`config.mk`:
```
export PLATFORM = sky130hd
export DESIGN_NAME = branch_target_predictor
export DESIGN_NICKNAME = d
export VERILOG_FILES = /design/src/rtl/btp_pkg.sv /design/src/rtl/btp_entry_array.sv /design/src/rtl/branch_target_predictor.sv
export SDC_FILE = /design/constraint.sdc
export NUM_CORES = 2
export LEC_CHECK = 0
export ABC_AREA = 1
export CORE_ASPECT_RATIO = 0.9
export CORE_MARGIN = 8
export CORE_UTILIZATION = 45
export DETAILED_ROUTE_END_ITERATION = 16
export PLACE_DENSITY = 0.73
export SLEW_MARGIN = 15
export SYNTH_ARGS = -nofsm -noshare
export SYNTH_HDL_FRONTEND = slang
export SYNTH_HIERARCHICAL = 1
export SYNTH_SLANG_ARGS = --single-unit
```
`constraint.sdc`:
```
create_clock -name clk -period 14.9 [get_ports clk]
set_input_delay 2.98 -clock clk [delete_from_list [all_inputs] [get_ports clk]]
set_output_delay 2.98 -clock clk [all_outputs]
set_load 0.03 [all_outputs]
```
`src/rtl/btp_pkg.sv`:
```
// ============================================================================
// btp_pkg : shared types, counter encodings and counter helpers for the BTB.
// Revision 1.0
// ============================================================================
`default_nettype none

package btp_pkg;

   // Configuration the predictor ships with.
   localparam int BTP_DEF_ENTRIES = 64;
   localparam int BTP_DEF_TAG_W   = 8;
   localparam int BTP_DEF_CNT_W   = 2;
   localparam int BTP_DEF_PC_W    = 32;

   // Widest counter the helpers below can handle.
   localparam int CNT_MAX_W = 8;
   typedef logic [CNT_MAX_W-1:0] cnt_t;

   // Two-bit counter encodings.
   localparam logic [1:0] CNT2_STRONG_NT = 2'd0;
   localparam logic [1:0] CNT2_WEAK_NT   = 2'd1;
   localparam logic [1:0] CNT2_WEAK_T    = 2'd2;
   localparam logic [1:0] CNT2_STRONG_T  = 2'd3;
   localparam logic [1:0] CNT2_INIT      = CNT2_WEAK_T;

   // Entry layout for the shipping configuration.
   typedef struct packed {
      logic                     valid;
      logic [BTP_DEF_TAG_W-1:0] tag;
      logic [BTP_DEF_PC_W-1:0]  target;
      logic [BTP_DEF_CNT_W-1:0] cnt;
   } btp_entry_t;

   function automatic cnt_t cnt_top(input int w);
      return cnt_t'((1 << w) - 1);
   endfunction

   function automatic cnt_t cnt_weak_taken(input int w);
      return cnt_t'(1) << (w - 1);
   endfunction

   function automatic cnt_t sat_inc(input cnt_t c, input int w);
      return (c == cnt_top(w)) ? c : c + cnt_t'(1);
   endfunction

   function automatic cnt_t sat_dec(input cnt_t c);
      return (c == '0) ? c : c - cnt_t'(1);
   endfunction

endpackage

`default_nettype wire

```
`src/rtl/btp_entry_array.sv`:
```
// ============================================================================
// btp_entry_array : BTB storage, one combinational read port, one synchronous
// write port; only the valid vector is reset.  Revision 1.0
// ============================================================================
`default_nettype none

module btp_entry_array
   import btp_pkg::*;
#(
   parameter int ENTRIES = BTP_DEF_ENTRIES,
   parameter int TAG_W   = BTP_DEF_TAG_W,
   parameter int CNT_W   = BTP_DEF_CNT_W,
   parameter int PC_W    = BTP_DEF_PC_W,
   parameter int IDX_W   = $clog2(ENTRIES)
) (
   input  logic             clk,
   input  logic             rst,
   input  logic [IDX_W-1:0] rd_idx,
   output logic             rd_valid,
   output logic [TAG_W-1:0] rd_tag,
   output logic [PC_W-1:0]  rd_target,
   output logic [CNT_W-1:0] rd_cnt,
   input  logic             wr_en,
   input  logic             set_valid,
   input  logic             clr_valid,
   input  logic [IDX_W-1:0] wr_idx,
   input  logic [TAG_W-1:0] wr_tag,
   input  logic [PC_W-1:0]  wr_target,
   input  logic [CNT_W-1:0] wr_cnt
);

   typedef struct packed {
      logic [TAG_W-1:0] tag;
      logic [PC_W-1:0]  target;
      logic [CNT_W-1:0] cnt;
   } slot_t;

   slot_t              mem [ENTRIES];
   logic [ENTRIES-1:0] valid;

   always_ff @(posedge clk) begin
      if (wr_en) begin
         mem[wr_idx] <= '{tag: wr_tag, target: wr_target, cnt: wr_cnt};
      end
   end

   always_ff @(posedge clk) begin
      if (!rst) begin
         valid <= '0;
      end else if (set_valid) begin
         valid[wr_idx] <= 1'b1;
      end else if (clr_valid) begin
         valid[wr_idx] <= 1'b0;
      end
   end

   // No write-to-read bypass: a same-index lookup sees the old entry.
   assign rd_valid  = valid[rd_idx];
   assign rd_tag    = mem[rd_idx].tag;
   assign rd_target = mem[rd_idx].target;
   assign rd_cnt    = mem[rd_idx].cnt;

endmodule

`default_nettype wire

```
`src/rtl/branch_target_predictor.sv`:
```
// ============================================================================
// branch_target_predictor : direct-mapped BTB with saturating counters, IF
// lookup and ID resolve/train. Optional stats counters: BTP_STATS_EN. Rev 1.0
// ============================================================================
`default_nettype none

module branch_target_predictor
   import btp_pkg::*;
#(
   parameter int ENTRIES = BTP_DEF_ENTRIES,
   parameter int TAG_W   = BTP_DEF_TAG_W,
   parameter int CNT_W   = BTP_DEF_CNT_W,
   parameter int PC_W    = BTP_DEF_PC_W
) (
   input  logic            clk,
   input  logic            rst,
   input  logic [PC_W-1:0] pc_if,
   input  logic            stall,
   output logic            pred_taken,
   output logic [PC_W-1:0] pred_target,
   output logic [PC_W-1:0] npc,
   input  logic            upd_valid,
   input  logic [PC_W-1:0] pc_id,
   input  logic            taken_id,
   input  logic [PC_W-1:0] target_id,
   output logic            fail,
   output logic [31:0]     lookups,
   output logic [31:0]     mispredicts
);

   localparam int              IDX_W    = $clog2(ENTRIES);
   localparam logic [PC_W-1:0] PC_STEP  = PC_W'(4);
   localparam logic [CNT_W-1:0] CNT_INIT = CNT_W'(cnt_weak_taken(CNT_W));

   generate
      if ((1 << IDX_W) != ENTRIES || ENTRIES < 4 || IDX_W + TAG_W + 2 > PC_W ||
          CNT_W < 1 || CNT_W > CNT_MAX_W) begin : g_bad_params
         $error("branch_target_predictor: illegal parameter set");
      end
   endgenerate

   logic [IDX_W-1:0] idx_if, idx_id;
   logic [TAG_W-1:0] tag_if, tag_id;
   logic             rd_valid;
   logic [TAG_W-1:0] rd_tag;
   logic [PC_W-1:0]  rd_target;
   logic [CNT_W-1:0] rd_cnt;
   logic             hit_if;

   assign idx_if = pc_if[IDX_W+1:2];
   assign tag_if = pc_if[IDX_W+TAG_W+1:IDX_W+2];
   assign idx_id = pc_id[IDX_W+1:2];
   assign tag_id = pc_id[IDX_W+TAG_W+1:IDX_W+2];

   assign hit_if      = rd_valid && (rd_tag == tag_if);
   assign pred_taken  = hit_if && rd_cnt[CNT_W-1];
   assign pred_target = rd_target;

   // ID copy of the IF lookup; the counter rides along so training needs no
   // second read port.
   logic             id_pt, id_hit;
   logic [PC_W-1:0]  id_tgt;
   logic [CNT_W-1:0] id_cnt;
   logic             act;

   assign act  = upd_valid & taken_id;
   assign fail = ~stall & ((id_pt != act) | (id_pt & act & (id_tgt != target_id)));

   always_comb begin
      if (fail) begin
         npc = act ? target_id : pc_id + PC_STEP;
      end else if (pred_taken) begin
         npc = pred_target;
      end else begin
         npc = pc_if + PC_STEP;
      end
   end

   always_ff @(posedge clk) begin
      if (!rst || (!stall && fail)) begin
         id_pt  <= 1'b0;
         id_hit <= 1'b0;
         id_tgt <= '0;
         id_cnt <= '0;
      end else if (!stall) begin
         id_pt  <= pred_taken;
         id_hit <= hit_if;
         id_tgt <= rd_target;
         id_cnt <= rd_cnt;
      end
   end

   logic             train, wr_en, set_valid, clr_valid;
   logic [PC_W-1:0]  wr_target;
   logic [CNT_W-1:0] wr_cnt;

   assign train = rst & ~stall;

   always_comb begin
      wr_en     = 1'b0;
      set_valid = 1'b0;
      clr_valid = 1'b0;
      wr_target = target_id;
      wr_cnt    = id_cnt;
      if (train) begin
         if (upd_valid && taken_id) begin
            wr_en     = 1'b1;
            set_valid = 1'b1;
            wr_cnt    = id_hit ? CNT_W'(sat_inc(CNT_MAX_W'(id_cnt), CNT_W)) : CNT_INIT;
         end else if (upd_valid && id_hit) begin
            wr_en     = 1'b1;
            wr_target = id_tgt;
            wr_cnt    = CNT_W'(sat_dec(CNT_MAX_W'(id_cnt)));
         end else if (!upd_valid && id_hit && id_pt) begin
            // A non-branch aliased onto a taken entry: drop it.
            clr_valid = 1'b1;
         end
      end
   end

   btp_entry_array #(
      .ENTRIES (ENTRIES),
      .TAG_W   (TAG_W),
      .CNT_W   (CNT_W),
      .PC_W    (PC_W),
      .IDX_W   (IDX_W)
   ) u_array (
      .clk       (clk),
      .rst       (rst),
      .rd_idx    (idx_if),
      .rd_valid  (rd_valid),
      .rd_tag    (rd_tag),
      .rd_target (rd_target),
      .rd_cnt    (rd_cnt),
      .wr_en     (wr_en),
      .set_valid (set_valid),
      .clr_valid (clr_valid),
      .wr_idx    (idx_id),
      .wr_tag    (tag_id),
      .wr_target (wr_target),
      .wr_cnt    (wr_cnt)
   );

`ifdef BTP_STATS_EN
   logic [31:0] lookup_cnt, mispredict_cnt;

   always_ff @(posedge clk) begin
      if (!rst) begin
         lookup_cnt     <= '0;
         mispredict_cnt <= '0;
      end else begin
         if (!stall && lookup_cnt != '1) begin
            lookup_cnt <= lookup_cnt + 32'd1;
         end
         if (fail && mispredict_cnt != '1) begin
            mispredict_cnt <= mispredict_cnt + 32'd1;
         end
      end
   end

   assign lookups     = lookup_cnt;
   assign mispredicts = mispredict_cnt;
`else
   assign lookups     = '0;
   assign mispredicts = '0;
`endif

endmodule

`default_nettype wire

```
==> impl_metrics.json <==
{
  "r2r_start": "id_hit",
  "cp_max_fo": 100,
  "skew_ns": 0.0708,
  "cp-endpoint": "npc[16]",
  "syn-instance-count": 10500,
  "cpMostUsedCell": "nand2_1",
  "ys_warn_count": 6,
  "timing.final.max_slew_violations": 0,
  "relSlewSlack_pct": 11.0,
  "design.core.area_sq_mm": 0.258,
  "die-width_um": 553,
  "n_fill_cell": 21600,
  "synth_top_area_share_pct": 69.0,
  "ir_worst_vdd_v": 0.0000931,
  "leakagePower_uw": 0.0459,
  "cts_sinks": 2788,
  "first_iter_violations": 13700,
  "die_h_um": 500,
  "wl_per_cell_um": 26.4,
  "track_usage_pct": 25.7,
  "path_buf_inv": 5,
  "dp.cells": 13500,
  "synth_cell_types": 44,
  "vias": 84700,
  "cp-startpoint": "pc_if[2]",
  "yosys.area.top_type": "edfxtp_1",
  "crit_path_top_delay_cell": "buf_4",
  "critPathKind": "in -> out",
  "path_depth": 17,
  "clk_latency_ns": 0.95,
  "ys_ff_latch": 2788,
  "grt_overflow_total": 0,
  "grt_max_degree": 212,
  "synth_area_sq_mm": 0.117,
  "area_growth_pct": 11.3,
  "rsz0062_at_grt": "no",
  "cpPeakStageDelay_ns": 0.92,
  "critPathCaptureType": "primary output",
  "post_cts_buffers": 0,
  "status": "completed",
  "clockBufferDepth": 4,
  "root_buffer": "clkbuf_16",
  "total_power_uw": 16500,
  "avgSynthCellArea_sq_um": 11.2,
  "cts_max_level": 5,
  "worstRegToRegCells": 6,
  "fin_tns_setup_ns": 0,
  "fin_cells": 14000,
  "dieArea_sq_mm": 0.277,
  "grt_pass1_vias": 79400,
  "ctsHoldBuffers": 0,
  "cp-start-kind": "input port",
  "grt_pass1_wl_mm": 531,
  "regArea_sq_mm": 0.0827,
  "synth_area_leaders": "edfxtp_1 69%, nand2_1 12%, nand3_1 11%, dfxtp_1 1.7%, buf_2 1.5%",
  "crit_chain": "buf_8, buf_4, buf_4, buf_4, nand2_1, nand3_1, nand3_1, nand3_1, nand3_1, nand2_1, nand2_1, nand2_1, nand4_1, nand2_1, nand2_1, nand2_1, clkdlybuf4s50_1",
  "fin_nets": 10500,
  "min_period_ns": 11.99,
  "drv_cap": 0,
  "drt-total-wl_mm": 371,
  "worst_ep_required_time_ns": 11.92,
  "io_pins": 231,
  "ctsResizeCount": 0,
  "first_pass_iters": 6,
  "multi_input_area_sq_mm": 0.0308,
  "setup_viol": 0,
  "gp_congestion": 0.896,
  "start_util_pct": 45.3,
  "dp_hpwl_mm": 192,
  "power_density_mw_per_mm2": 127,
  "cp_top_family": "buffers and inverters",
  "cts_tree": "done",
  "r2r_end": "u_array/mem[20][32]",
  "worstPathArrival_ns": 9.01,
  "drc": 0,
  "final_layout_size_suffix_gt1_share_pct": 6.95,
  "hold_depth": 2,
  "hold_viol": 0,
  "io_buffers": 166,
  "hp-class": "reg -> reg",
  "rows": 177,
  "clk_pin_slew_worst_paths_ns": 0.06,
  "fmax_ghz": 0.0834,
  "antenna_found_initial": 11,
  "antenna_left": 0,
  "post-route-period-util_pct": 80.5,
  "r2r_slack_ns": 10.87,
  "synth_seq_area_share_pct": 70.7,
  "cts-buffers-inserted": 284,
  "tightest_slew_ns": 1.34,
  "avgViaCountPerCell": 6.04
}
logic make-up (layout without fill, tap and decap cells):
logic type      after synthesis  count (layout)  synth area share (%)
xor+xnor                     58              58                 0.441
flops                      2788            2788                  70.7
buf+inv                     862             971                  3.84
other cells                   1              69               0.00321
mux                           1               1               0.00856
compound gates              208             208                 0.906
simple gates               6531            6531                  24.0
fa+ha+maj                     3               3                0.0321
worst min-delay path: cells and delay by family, from the launching register on:
kind            cells  cell delay (ns)
simple gates        1             0.06
compound gates      1             0.05
flops               1             0.31
registers in the layout, indices dropped and copies added (netlist names), named ones only:
signal / cells
u_array/mem: 2688
id_cnt: 2
id_tgt: 32
id_pt: 1
id_hit: 1
cell usage in the layout (no fill, tap or decap), drive strengths merged:
cell	count
nand2	3615
edfxtp	2688
nand3	2636
clkbuf	355
buf	220
nor2	199
clkdlybuf4s50	151
o21ai	129
inv	124
dfxtp	100
clkinv	100
a21oi	71
conb	64
nor3	55
xnor2	38
xor2	20
nand4	18
bufinv	13
clkinvlp	8
nand3b	6
diode	5
o21bai	3
ha	3
o221ai	1
nor4	1
o211ai	1
a31oi	1
or2	1
o22ai	1
o21a	1
mux2i	1
worst min-delay path by stage:
stage	startpoint	to	slack [ns]
detailed placement	register	register	0.45
finish	register	register	0.46
floorplan	register	register	0.44
CTS	register	register	0.46
global route	register	register	0.48
global placement	register	register	0.45
cells in the mapped netlist:
master       n
nand2_1   3589
edfxtp_1  2688
nand3_1   2634
buf_2      359
nor2_1     191
clkbuf_1   168
o21ai_0    126
buf_4      107
inv_1      104
dfxtp_1    100
a21oi_1     71
buf_1       59
buf_6       47
nor3_1      47
xnor2_1     37
nand2_2     24
xor2_1      20
nand4_1     18
inv_2       12
nor3_2       7
nor2_2       6
nand3b_1     5
ha_1         3
o21ai_1      3
o21bai_1     3
buf_12       2
inv_4        2
nand2_4      2
nand3_2      2
nor2_4       2
a31oi_1      1
buf_8        1
clkinv_1     1
conb_1       1
mux2i_1      1
nand3b_4     1
nor3_4       1
nor4_1       1
o211ai_1     1
o21a_1       1
o221ai_1     1
o22ai_1      1
or2_2        1
xnor2_2      1
routing by layer:
metal  vias up  wire length (um)  global-route usage (%)
met4         4             22200                    13.8
li1      36400                 -                       -
met3      1151             54200                    6.98
met1     40600            133000                    34.2
met2      6612            161000                    38.4
met5         -                19                       0
per-stage QoR:
| step | util (%) | worst slack, ns | hold WS (ns) | area (sq um) |
|---|---|---|---|---|
| 2_1_floorplan | - | 6.57 | 0.439 | 117000 |
| 3_3_place_gp | 47.1 | 3.11 | 0.446 | 122000 |
| 3_5_place_dp | 47.1 | 3.13 | 0.450 | 122000 |
| 4_1_cts | 50.4 | 3.11 | 0.460 | 130000 |
| 5_1_grt | 50.4 | 2.66 | 0.479 | 130000 |
| 6_report | 50.4 | 2.91 | 0.463 | 130000 |
report_power, final:
group / switching (uW) / leakage (uW) / internal (uW) / total (uW)
Sequential: 6.09 / 0.0250 / 8610 / 8620
Clock: 2880 / 0.00413 / 3800 / 6680
Combinational: 933 / 0.0168 / 295 / 1230
Total: 3820 / 0.0459 / 12700 / 16500
final cells by class:
| type | count | area share [%] |
|---|---|---|
| clock buffer | 355 | 5.80 |
| inverter | 119 | 0.379 |
| sequential | 2788 | 63.5 |
| multi-input combinational | 6865 | 23.7 |
| tap | 3401 | 3.27 |
| antenna | 5 | 0.00961 |
| timing repair buffer | 371 | 2.66 |
| clock inverter | 126 | 0.711 |
(Power assumes the default switching activity.)
